$ cat config.mk
export PLATFORM = sky130hd
export DESIGN_NAME = cpu_bus_arbiter
export DESIGN_NICKNAME = d
export VERILOG_FILES = /design/src/rtl/cpu_bus_arbiter.sv
export SDC_FILE = /design/constraint.sdc
export NUM_CORES = 1
export LEC_CHECK = 0
export ABC_AREA = 1
export CAP_MARGIN = 20
export CORE_MARGIN = 1
export CORE_UTILIZATION = 30
export CTS_BUF_LIST = sky130_fd_sc_hd__clkbuf_16
export CTS_CLUSTER_DIAMETER = 60
export DETAILED_ROUTE_END_ITERATION = 8
export GPL_ROUTABILITY_DRIVEN = 0
export PLACE_DENSITY = 0.63
export SETUP_SLACK_MARGIN = 0.2
export SKIP_CTS_REPAIR_TIMING = 1
export SLEW_MARGIN = 20
export SYNTH_ARGS = -nofsm -noshare
export SYNTH_HDL_FRONTEND = slang
export SYNTH_SLANG_ARGS = --single-unit
$ cat constraint.sdc
create_clock -name BUS_CLK -period 3.8 [get_ports BUS_CLK]
set_input_delay 0.76 -clock BUS_CLK [delete_from_list [all_inputs] [get_ports BUS_CLK]]
set_output_delay 0.76 -clock BUS_CLK [all_outputs]
set_load 0.05 [all_outputs]
$ cat src/rtl/cpu_bus_arbiter.sv
// Round-robin arbiter sharing one registered BRAM bus port between N_REQ requesters,
// with burst locking. Optional lock watchdog enabled by CPU_BUS_ARB_WATCHDOG_EN.
module cpu_bus_arbiter #(
    parameter int unsigned N_REQ          = 2,
    parameter int unsigned TIMEOUT_CYCLES = 256
) (
    input  logic                  BUS_CLK,
    input  logic                  RST_N,
    input  logic [N_REQ-1:0]      REQ_VALID,
    output logic [N_REQ-1:0]      REQ_READY,
    input  logic [N_REQ-1:0]      REQ_LAST,
    input  logic [N_REQ-1:0]      REQ_WE,
    input  logic [2*N_REQ-1:0]    REQ_SELECT,
    input  logic [14*N_REQ-1:0]   REQ_ADDR,
    input  logic [16*N_REQ-1:0]   REQ_DATA,
    output logic                  EN,
    output logic                  WE,
    output logic [1:0]            BRAM_SELECT,
    output logic [13:0]           BRAM_ADDR,
    output logic [15:0]           DATA_IN,
    output logic [N_REQ-1:0]      GRANT,
    output logic                  TIMEOUT_FLAG
);

    localparam int unsigned IdxW = $clog2(N_REQ);
    typedef logic [IdxW-1:0] idx_t;
    typedef enum logic [0:0] {StIdle, StLock} state_e;

    if (N_REQ < 2 || N_REQ > 8 || TIMEOUT_CYCLES == 0) begin : g_param_check
        $error("cpu_bus_arbiter: illegal parameter setting");
    end

    function automatic idx_t next_idx(idx_t i);
        return (32'(i) == N_REQ - 1) ? '0 : i + idx_t'(1);
    endfunction

    logic [1:0]  sel_arr  [N_REQ];
    logic [13:0] addr_arr [N_REQ];
    logic [15:0] data_arr [N_REQ];

    for (genvar g = 0; g < N_REQ; g++) begin : g_unpack
        assign sel_arr[g]  = REQ_SELECT[2*g +: 2];
        assign addr_arr[g] = REQ_ADDR[14*g +: 14];
        assign data_arr[g] = REQ_DATA[16*g +: 16];
    end

    state_e           state_q, state_d;
    idx_t             ptr_q, ptr_d;
    idx_t             owner_q, owner_d;
    logic [N_REQ-1:0] grant_q, grant_d;
    logic             found, accept;
    idx_t             src;

    logic             en_q, we_q;
    logic [1:0]       sel_q;
    logic [13:0]      addr_q;
    logic [15:0]      data_q;

`ifdef CPU_BUS_ARB_WATCHDOG_EN
    localparam int unsigned WdW = $clog2(TIMEOUT_CYCLES + 1);
    logic [WdW-1:0] wd_q, wd_d;
    logic           flag_q, flag_d;
`endif

    always_comb begin
        state_d = state_q;
        ptr_d   = ptr_q;
        owner_d = owner_q;
        grant_d = grant_q;
        found   = 1'b0;
        src     = owner_q;
        unique case (state_q)
            StIdle: begin
                for (int unsigned k = 0; k < N_REQ; k++) begin
                    int unsigned t;
                    t = 32'(ptr_q) + k;
                    if (t >= N_REQ) t = t - N_REQ;
                    if (!found && REQ_VALID[idx_t'(t)]) begin
                        found = 1'b1;
                        src   = idx_t'(t);
                    end
                end
            end
            StLock: src = owner_q;
            default: ;
        endcase

        // READY is held low while reset is asserted, even with requesters valid.
        REQ_READY = '0;
        if (RST_N && (state_q == StLock || found)) REQ_READY[src] = 1'b1;
        accept = REQ_READY[src] & REQ_VALID[src];

        if (accept && REQ_LAST[src]) begin
            state_d = StIdle;
            grant_d = '0;
            ptr_d   = next_idx(src);
        end else if (accept && state_q == StIdle) begin
            state_d      = StLock;
            owner_d      = src;
            grant_d      = '0;
            grant_d[src] = 1'b1;
        end

`ifdef CPU_BUS_ARB_WATCHDOG_EN
        flag_d = flag_q;
        wd_d   = '0;
        if (state_q == StLock && !accept) begin
            if (wd_q == WdW'(TIMEOUT_CYCLES - 1)) begin
                state_d = StIdle;
                grant_d = '0;
                ptr_d   = next_idx(owner_q);
                flag_d  = 1'b1;
            end else begin
                wd_d = wd_q + WdW'(1);
            end
        end
`endif
    end

    always_ff @(posedge BUS_CLK or negedge RST_N) begin
        if (!RST_N) begin
            state_q <= StIdle;
            ptr_q   <= '0;
            owner_q <= '0;
            grant_q <= '0;
        end else begin
            state_q <= state_d;
            ptr_q   <= ptr_d;
            owner_q <= owner_d;
            grant_q <= grant_d;
        end
    end

    // Bus payload holds its last value while EN is low.
    always_ff @(posedge BUS_CLK or negedge RST_N) begin
        if (!RST_N) begin
            en_q   <= 1'b0;
            we_q   <= 1'b0;
            sel_q  <= '0;
            addr_q <= '0;
            data_q <= '0;
        end else begin
            en_q <= accept;
            if (accept) begin
                we_q   <= REQ_WE[src];
                sel_q  <= sel_arr[src];
                addr_q <= addr_arr[src];
                data_q <= data_arr[src];
            end
        end
    end

`ifdef CPU_BUS_ARB_WATCHDOG_EN
    always_ff @(posedge BUS_CLK or negedge RST_N) begin
        if (!RST_N) begin
            wd_q   <= '0;
            flag_q <= 1'b0;
        end else begin
            wd_q   <= wd_d;
            flag_q <= flag_d;
        end
    end

    assign TIMEOUT_FLAG = flag_q;
`else
    assign TIMEOUT_FLAG = 1'b0;
`endif

    assign EN          = en_q;
    assign WE          = we_q;
    assign BRAM_SELECT = sel_q;
    assign BRAM_ADDR   = addr_q;
    assign DATA_IN     = data_q;
    assign GRANT       = grant_q;

endmodule

==> results_dict.tcl <==
set metrics [dict create \
    crit_arrival_ns 2.15 \
    synth_largest_type_area_fraction 0.441 \
    grt_use_total 0.150 \
    critPathCaptureType "primary output" \
    drt_pass1_iterations 4 \
    pwr_per_cell_area_mw_per_mm2 844 \
    post-route-drc-count 0 \
    routed_wire_length_per_instance_um 12.7 \
    fmax_ghz 0.343 \
    synth_area_leaders "sky130_fd_sc_hd__dfrtp_1, sky130_fd_sc_hd__o211ai_2, sky130_fd_sc_hd__nand2_1" \
    async_reset_ff_frac 1.00 \
    floorplan.initialDensity 0.319 \
    synth_top_cells_by_count "sky130_fd_sc_hd__nand2_1, sky130_fd_sc_hd__dfrtp_1, sky130_fd_sc_hd__o211ai_2" \
    critPathRequiredTime_ns 3.04 \
    number_of_warnings_printed_during_yosys_synthesis 0 \
    sequentialPowerShare 0.251 \
    comb_power_share 0.619 \
    fp.coreArea_mm2 0.00694 \
    grt-ovfl-total 0 \
    largest_net_degree_at_the_start_of_global_routing 40 \
    wl_met1_um 2600 \
    clk_latency_ns 0.27 \
    fin_total_pwr_mw 2.90 \
    worst_pin_slew_ns 0.715 \
    library_cells_used_by_synthesis 26 \
    p_switching_mw 1.45 \
    report.final.hold_viol_count 0 \
    tns_ns 0 \
    holdPathStages 2 \
    max_cap_violations 0 \
    fraction_of_final_layout_cells_with_drive_strength_greater_than_1 0.159 \
    post-dp-hpwl_um 3880 \
    final_net_count 406 \
    clock_sinks 39 \
    clk_transition_reported_paths_ns 0.05 \
    fp-row-count 30 \
    routed_via_density 4.39 \
    synth.ff_latch_count 39 \
    area_growth_syn_to_layout_pct 55.1 \
    final_period_minus_worst_setup_slack_ns 2.91 \
    final.period_utilization 0.767 \
    core_utilization_of_the_finished_layout 0.495 \
    netSwitchingFraction 0.501 \
    antenna_found_initial 0 \
    clock_skew_ns 0.00398 \
    ir_worst_vdd_uv 635 \
    grt_pass1_vias 1861 \
    top_level_ports 111 \
    slew_viol_final 0 \
    antenna-diode-count 0 \
    timing.critical_path.fanout_max 17 \
    critPathKind "input pin to primary output" \
    h-tree-depth 2 \
    synth_edf_count 0 \
    fp.dieArea_mm2 0.00773 \
    cts-buffers-inserted 5 \
    die_h_um 87.9 \
    postRouteAntennaNets 0 \
    met3WireLength_um 461 \
    worst-r2r-cell-count 5 \
    synth.cell_area_mm2 0.00221 \
    die_w_um 87.9 \
    leakage_nw 1.53 \
    postSynthCellCount 229 \
    yosysTopAreaCell "sky130_fd_sc_hd__dfrtp_1" \
    r2r_setup_slack_ns 1.84 \
    root_buffer "sky130_fd_sc_hd__clkbuf_16" \
    met2_length_um 2350 \
    worstSetupStartpointType "input pin" \
    vias 1882 \
    wl_um 5470 \
    post-synth-top-count-cell "sky130_fd_sc_hd__nand2_1" \
    initialDrtViolationCount 53 \
    io_buffers 109 \
    synthesis.area_per_instance_um2 9.67 \
    setup_viol_count_final 0 \
    p_clk_frac 0.129 \
    clock_path_buffers 2 \
    ys_dominant_reg_cell "sky130_fd_sc_hd__dfrtp_1" \
    holdCritPathClass "register to register" \
    grt_pass1_wl_um 9000 \
    top_layer_used "met4" \
    max_slew_margin 0.524 \
    intPower_mw 1.45 \
    yosysSeqAreaShare 0.441 \
    rsz0062_at_grt "false" \
    run_status "complete, no violations" \
    synthesis.nets 301 \
    tritoncts "built" \
]
==> power by group through the flow <==
stage | Combinational (mW) | Sequential (mW) | Clock, mW
6_report | 1.80 | 0.729 | 0.375
3_3_place_gp | 1.81 | 0.733 | 0
2_1_floorplan | 0.642 | 1.38 | 0
3_5_place_dp | 1.82 | 0.732 | 0
5_1_grt | 1.93 | 0.760 | 0.405
4_1_cts | 1.83 | 0.731 | 0.390
==> critical path, stage by stage <==
cell and delay, ns:
sky130_fd_sc_hd__clkdlybuf4s50_1 0.47, sky130_fd_sc_hd__inv_1 0.06, sky130_fd_sc_hd__nor2_1 0.11, sky130_fd_sc_hd__nand2_2 0.10, sky130_fd_sc_hd__nand2_2 0.25, sky130_fd_sc_hd__inv_4 0.04
sky130_fd_sc_hd__nor2_1 0.18, sky130_fd_sc_hd__buf_12 0.17
==> area by class of cell <==
cell class,instances,area (µm²)
fillers,662,3510
repair buffers,112,1120
multi-input cells,167,1060
flip-flops and latches,39,976
clock buffers,5,125
well taps,96,120
inverters,9,36.3
clock inverters,1,3.75
==> per-stage QoR <==
step	cell area (µm²)	setup slack (ns)	instances	hold WS (ns)
2_1_floorplan	2210	0.972	229	0.459
3_3_place_gp	3310	0.901	423	0.461
3_5_place_dp	3310	0.861	423	0.465
4_1_cts	3440	0.861	429	0.480
5_1_grt	3440	0.744	429	0.493
6_report	3440	0.887	429	0.474
==> registers in the layout, indices dropped and copies added (netlist names) <==
name         flops
ptr_q            1
EN               1
DATA_IN         16
WE               1
state_q          1
owner_q          1
BRAM_ADDR       14
GRANT            2
BRAM_SELECT      2
==> final timing paths <==
check                             startpoint            to
worst max-delay path            REQ_VALID[1]  REQ_READY[1]
worst min-delay path             DATA_IN[11]   DATA_IN[11]
worst max register to register       state_q      GRANT[1]
worst min register to register   DATA_IN[11]   DATA_IN[11]
max in group asynchronous              RST_N    DATA_IN[9]
min in group asynchronous              RST_N      GRANT[0]
==> cell usage in the layout (no fill, tap or decap), types with 4 or more instances in the layout <==
cell and n:
sky130_fd_sc_hd__inv_1 8, sky130_fd_sc_hd__o211ai_1 4, sky130_fd_sc_hd__dfrtp_1 39, sky130_fd_sc_hd__nand2_2 5
sky130_fd_sc_hd__nor2_1 5, sky130_fd_sc_hd__clkbuf_16 5, sky130_fd_sc_hd__nand2_1 76, sky130_fd_sc_hd__clkdlybuf4s50_1 106
sky130_fd_sc_hd__or2_1 9, sky130_fd_sc_hd__or2_0 23, sky130_fd_sc_hd__nand3_1 6, sky130_fd_sc_hd__buf_4 4
sky130_fd_sc_hd__o211ai_2 30
==> routing by layer <==
layer | GRT usage | vias to the layer above
li1 | - | 960
met1 | 0.210 | 847
met2 | 0.223 | 70
met3 | 0.0452 | 5
met4 | 0.0447 | 0
met5 | 0 | -
==> kinds of logic after synthesis <==
family / Yosys count / synth area share
flops: 39 / 0.441
compound gates: 36 / 0.189
other cells: 1 / 0.00169
buf+inv: 23 / 0.0814
simple gates: 130 / 0.288
Power figures use the tool's default switching activity.
